$ cat src/rtl/spi_slave.sv
// rtl/spi_slave.sv - SPI mode-0 slave endpoint: oversampled link, RX word deserialiser, buffered TX serialiser
// Loopback/self-test partner for the SPI master; MSB first, CS active low.
module spi_slave #(
  parameter int SIZE = 8
) (
  input  logic            clk,
  input  logic            rst,
  input  logic            CS,
  input  logic            SCLK,
  input  logic            MOSI,
  output logic            MISO,
  input  logic [SIZE-1:0] tx_data_i,
  input  logic            tx_load_i,
  output logic            tx_ready_o,
  output logic [SIZE-1:0] rx_data_o,
  output logic            rx_valid_o,
  output logic            busy_o,
  output logic            tx_underrun_o,
  output logic            frame_err_o
);

  localparam int CW = $clog2(SIZE + 1);

  typedef enum logic {IDLE, SHIFT} state_t;

  logic [2:0] cs_q, sclk_q;
  logic [1:0] mosi_q;

  // Sync flops clear to 0 so a CS already low at reset release never looks like a fresh cs_fall.
  always_ff @(posedge clk) begin
    if (rst) begin
      cs_q   <= '0;
      sclk_q <= '0;
      mosi_q <= '0;
    end else begin
      cs_q   <= {cs_q[1:0], CS};
      sclk_q <= {sclk_q[1:0], SCLK};
      mosi_q <= {mosi_q[0], MOSI};
    end
  end

  logic cs_fall, cs_rise, sclk_rise, sclk_fall, mosi_sync;
  assign cs_fall   =  cs_q[2]   & ~cs_q[1];
  assign cs_rise   = ~cs_q[2]   &  cs_q[1];
  assign sclk_rise = ~sclk_q[2] &  sclk_q[1];
  assign sclk_fall =  sclk_q[2] & ~sclk_q[1];
  assign mosi_sync =  mosi_q[1];

  state_t          state_q, state_d;
  logic [CW-1:0]   cnt_q, cnt_d;
  logic [SIZE-1:0] rx_shift_q, rx_shift_d;
  logic [SIZE-1:0] tx_shift_q, tx_shift_d;
  logic [SIZE-1:0] tx_buf_q, tx_buf_d;
  logic            tx_full_q, tx_full_d;
  logic [SIZE-1:0] rx_data_q, rx_data_d;
  logic            rx_valid_q, rx_valid_d;
  logic            underrun_q, underrun_d;
  logic            ferr_q, ferr_d;
  logic            miso_q, miso_d;
  logic            word_start;

  always_ff @(posedge clk) begin
    if (rst) begin
      state_q    <= IDLE;
      cnt_q      <= '0;
      rx_shift_q <= '0;
      tx_shift_q <= '0;
      tx_buf_q   <= '0;
      tx_full_q  <= 1'b0;
      rx_data_q  <= '0;
      rx_valid_q <= 1'b0;
      underrun_q <= 1'b0;
      ferr_q     <= 1'b0;
      miso_q     <= 1'b0;
    end else begin
      state_q    <= state_d;
      cnt_q      <= cnt_d;
      rx_shift_q <= rx_shift_d;
      tx_shift_q <= tx_shift_d;
      tx_buf_q   <= tx_buf_d;
      tx_full_q  <= tx_full_d;
      rx_data_q  <= rx_data_d;
      rx_valid_q <= rx_valid_d;
      underrun_q <= underrun_d;
      ferr_q     <= ferr_d;
      miso_q     <= miso_d;
    end
  end

  always_comb begin
    state_d    = state_q;
    cnt_d      = cnt_q;
    rx_shift_d = rx_shift_q;
    tx_shift_d = tx_shift_q;
    tx_buf_d   = tx_buf_q;
    tx_full_d  = tx_full_q;
    rx_data_d  = rx_data_q;
    rx_valid_d = 1'b0;
    underrun_d = 1'b0;
    ferr_d     = 1'b0;
    miso_d     = miso_q;
    word_start = 1'b0;

    case (state_q)
      IDLE: begin
        miso_d = 1'b0;
        if (cs_fall) begin
          state_d    = SHIFT;
          cnt_d      = '0;
          rx_shift_d = '0;
          word_start = 1'b1;
        end
      end
      SHIFT: begin
        if (cs_rise) begin
          state_d = IDLE;
          cnt_d   = '0;
          miso_d  = 1'b0;
          ferr_d  = (cnt_q != '0);
        end else begin
          if (sclk_rise) begin
            rx_shift_d = {rx_shift_q[SIZE-2:0], mosi_sync};
            if (cnt_q == CW'(SIZE - 1)) begin
              rx_data_d  = {rx_shift_q[SIZE-2:0], mosi_sync};
              rx_valid_d = 1'b1;
              cnt_d      = '0;
            end else begin
              cnt_d = cnt_q + CW'(1);
            end
          end
          // A falling edge with the counter at 0 follows a completed word and starts the next one.
          if (sclk_fall) begin
            if (cnt_q == '0) begin
              word_start = 1'b1;
            end else begin
              tx_shift_d = {tx_shift_q[SIZE-2:0], 1'b0};
              miso_d     = tx_shift_q[SIZE-2];
            end
          end
        end
      end
      default: state_d = IDLE;
    endcase

    if (word_start) begin
      if (tx_full_q) begin
        tx_shift_d = tx_buf_q;
        tx_full_d  = 1'b0;
        miso_d     = tx_buf_q[SIZE-1];
      end else begin
        tx_shift_d = '0;
        underrun_d = 1'b1;
        miso_d     = 1'b0;
      end
    end

    // Acceptance uses the registered ready, so a load racing an empty-buffer consume still lands.
    if (tx_load_i && !tx_full_q) begin
      tx_buf_d  = tx_data_i;
      tx_full_d = 1'b1;
    end
  end

  assign MISO          = miso_q;
  assign tx_ready_o    = ~tx_full_q;
  assign rx_data_o     = rx_data_q;
  assign rx_valid_o    = rx_valid_q;
  assign busy_o        = (state_q == SHIFT);
  assign tx_underrun_o = underrun_q;
  assign frame_err_o   = ferr_q;

endmodule
$ cat config.mk
export PLATFORM = sky130hd
export DESIGN_NAME = spi_slave
export DESIGN_NICKNAME = d
export VERILOG_FILES = /design/src/rtl/spi_slave.sv
export SDC_FILE = /design/constraint.sdc
export NUM_CORES = 1
export LEC_CHECK = 0
export ABC_AREA = 1
export CORE_ASPECT_RATIO = 2
export CORE_MARGIN = 2
export CORE_UTILIZATION = 40
export CTS_BUF_LIST = sky130_fd_sc_hd__clkbuf_4 sky130_fd_sc_hd__clkbuf_8
export DETAILED_ROUTE_END_ITERATION = 12
export GPL_TIMING_DRIVEN = 0
export PLACE_DENSITY = 0.72
export SYNTH_ARGS = -nofsm -noshare
export SYNTH_HDL_FRONTEND = slang
export SYNTH_SLANG_ARGS = --single-unit
$ cat constraint.sdc
create_clock -name clk -period 1.9 [get_ports clk]
set_input_delay 0.57 -clock clk [delete_from_list [all_inputs] [get_ports clk]]
set_output_delay 0.57 -clock clk [all_outputs]
set_load 0.02 [all_outputs]
==> out/metrics.yaml <==
rows: 36
io_buffer_count: 27
rsz0062_at_grt: "false"
finalCritPeriodShare_pct: 96.2
busiest_layer: "met2"
grt_remaining_overflow: 0
layout.cells.most_common: "nor2_1"
core_sq_um: 4910
syn-num-nets: 294
relSlewSlack_pct: 61.2
place_area_sq_um: 2380
postLayoutSetupSlackWorst_ns: 0.0729
critPathSlowestCell: "clkdlybuf4s50_1"
hold_start: "cs_q[0]"
r2r-start: "cnt_q[1]"
crit_path_end_kind: "output pin"
start_kind: "flop"
finalPower_mw: 2.22
critical-path-top-delay-family: "buffers and inverters"
cts_tree: "yes"
dp_cells: 362
areaGrowthSynthToFinish_pct: 24.6
ys_warn_count: 0
period_minus_slack_ns: 1.83
drt-total-wl_um: 4340
grt_use_met3_pct: 3.57
ant_nets: 0
dieArea_sq_um: 5710
drt_pass1_iterations: 4
syn_area_sq_um: 2040
fmax_mhz: 547
cts-root-buf: "clkbuf_8"
critPathKind: "reg2out"
p_per_area_nw_per_um2: 873
gp_congestion: 0.802
globalRouteTotalUtil_pct: 18.0
routed_via_density: 4.78
cts.sinks: 48
setup_viol_count_final: 0
io_pins: 28
num_antenna_cells: 0
drt_iter0_markers: 35
hold_viol_final: 0
wire_per_inst_um: 11.7
nFillCells: 483
final_cell_mix: "63 x nor2_1, 50 x nand2_1, 48 x dfxtp_1"
worst_pin_slew_ns: 0.578
pre_cts_slack_ns: -0.126
critical_path_required_ns: 1.33
grt_max_degree: 16
die_x_um: 54.5
h-tree-depth: 2
syn_avg_cell_area_sq_um: 7.33
drive_above_1_share_pct: 10.9
start_util_pct: 41.5
die_h_um: 105
grt_pass1_vias: 1790
ys_seq_area_share_pct: 47.2
use_met1_pct: 17.8
antenna_found_initial: 0
use_met2_pct: 31.7
dpl.hpwl_um: 3250
min_path_type: "reg2reg"
yosysTopAreaCell: "dfxtp_1"
clockBufferDepth: 2
drc: 0
tns_ns: 0
nets: 328
synthCells: 278
yosysTopAreaCellShare_pct: 47.2
critPathMaxStageDelay_ns: 0.60
maxCapViolCount: 0
startpoint: "rx_data_o[7]"
crit_fanout: 2
crit_chain: "clkdlybuf4s50_1"
grt_pass1_wl_um: 7600
instances_no_fill: 370
synth_area_leaders: "dfxtp_1 47%, nor2_1 12%, nand2_1 9.2%, inv_1 5.9%, nand3_1 4.4%"
path_buf_inv: 1
path_clk_slew_ns: 0.09
ys_ff_latch: 48
arrival_ns: 1.26
cts_inserted_buffers: 5
leakagePower_nw: 1.16
outcome: "finished, final reports clean"
peakVddDrop_mv: 0.842
vias: 1767
final_cell_area_sq_um: 2540
drv_slew: 0
clock_latency_ns: 0.31
synth_cell_types: 26
finClkSkew_ns: 0.0124
-- routing by layer --
layer  up-vias  wire length (um)  part of all wire [%]
met2        26              2430                    56
met1       799              1610                    37
met5         -                 0                     0
met3        14               123                   2.8
met4         0               183                   4.2
li1        928                 -                     -
-- through the flow --
stage / hold slack (ns) / util (%)
after detailed placement: 0.398 / 48.4
after CTS: 0.399 / 51.7
after global routing: 0.408 / 51.7
final: 0.395 / 51.7
after floorplan: 0.388 / -
after global placement: 0.391 / 48.4
-- synth_stat cells --
cell type  instances
nor4_1             1
o21ai_2            1
a31oi_4            1
a21oi_2            1
a21oi_1           12
buf_2              1
inv_2              5
a21oi_4            1
clkbuf_1           4
nor2_1            63
nand2_4            2
dfxtp_1           48
nand3_2            2
o211ai_1           1
o21ai_0           17
inv_4              1
o21ai_1            1
inv_1             32
ha_1               2
nor3_1             3
buf_4              1
nand2_2            7
buf_6              2
nand2_1           50
nand3_1           18
nor4_4             1
-- repair_timing --
action	CTS	global route
setup buffers	0	0
endpoints found under the setup margin	1	1
hold buffers	0	0
gates resized for setup	1	1
-- power by group --
group          internal (mW)  total [mW]  switching, mW
Combinational         0.0678       0.165         0.0977
Clock                  0.658       0.997          0.339
Sequential              1.04        1.05         0.0179
Total                   1.76        2.22          0.455
-- flip-flops by register name, indices dropped and copies added, names as in the netlist, 2 cells and up --
name	count
rx_data_o	8
rx_shift_q	7
cs_q	3
sclk_q	3
mosi_q	2
tx_shift_q	7
cnt_q	4
tx_buf_q	8
-- final cells by class --
class,count,area [sq um],share of cell area (%)
clock buffers,5,68.8,2.71
inverters,38,145,5.72
multi-input cells,184,881,34.7
plain buffers,8,50.0,1.97
well taps,57,71.3,2.81
clock inverters,3,90.1,3.55
repair buffers,27,272,10.7
flip-flops and latches,48,961,37.9
-- worst register-to-register path, delay by kind of cell (launching register included) --
kind / cells / cell delay (ns)
simple gates: 4 / 0.85
flops: 1 / 0.37
fa+ha+maj: 1 / 0.20
buf+inv: 1 / 0.20
-- final timing paths --
kind | to | slack, ns | depth (start not counted)
max | rx_data_o[7] | 0.07 | 1
min | cs_q[1] | 0.39 | 2
max reg2reg | rx_data_o[4] | 0.17 | 6
min reg2reg | cs_q[1] | 0.39 | 2
-- cells by family after synthesis --
| logic type | count (synthesis) | share of synthesized area [%] |
|---|---|---|
| and+or+nand+nor | 147 | 31.6 |
| DFF | 48 | 47.2 |
| buffers and inverters | 46 | 9.58 |
| AOI/OAI and AO/OA | 35 | 10.4 |
| adders and majority gates | 2 | 1.23 |
Note: power is estimated with default switching activity, not from simulation.
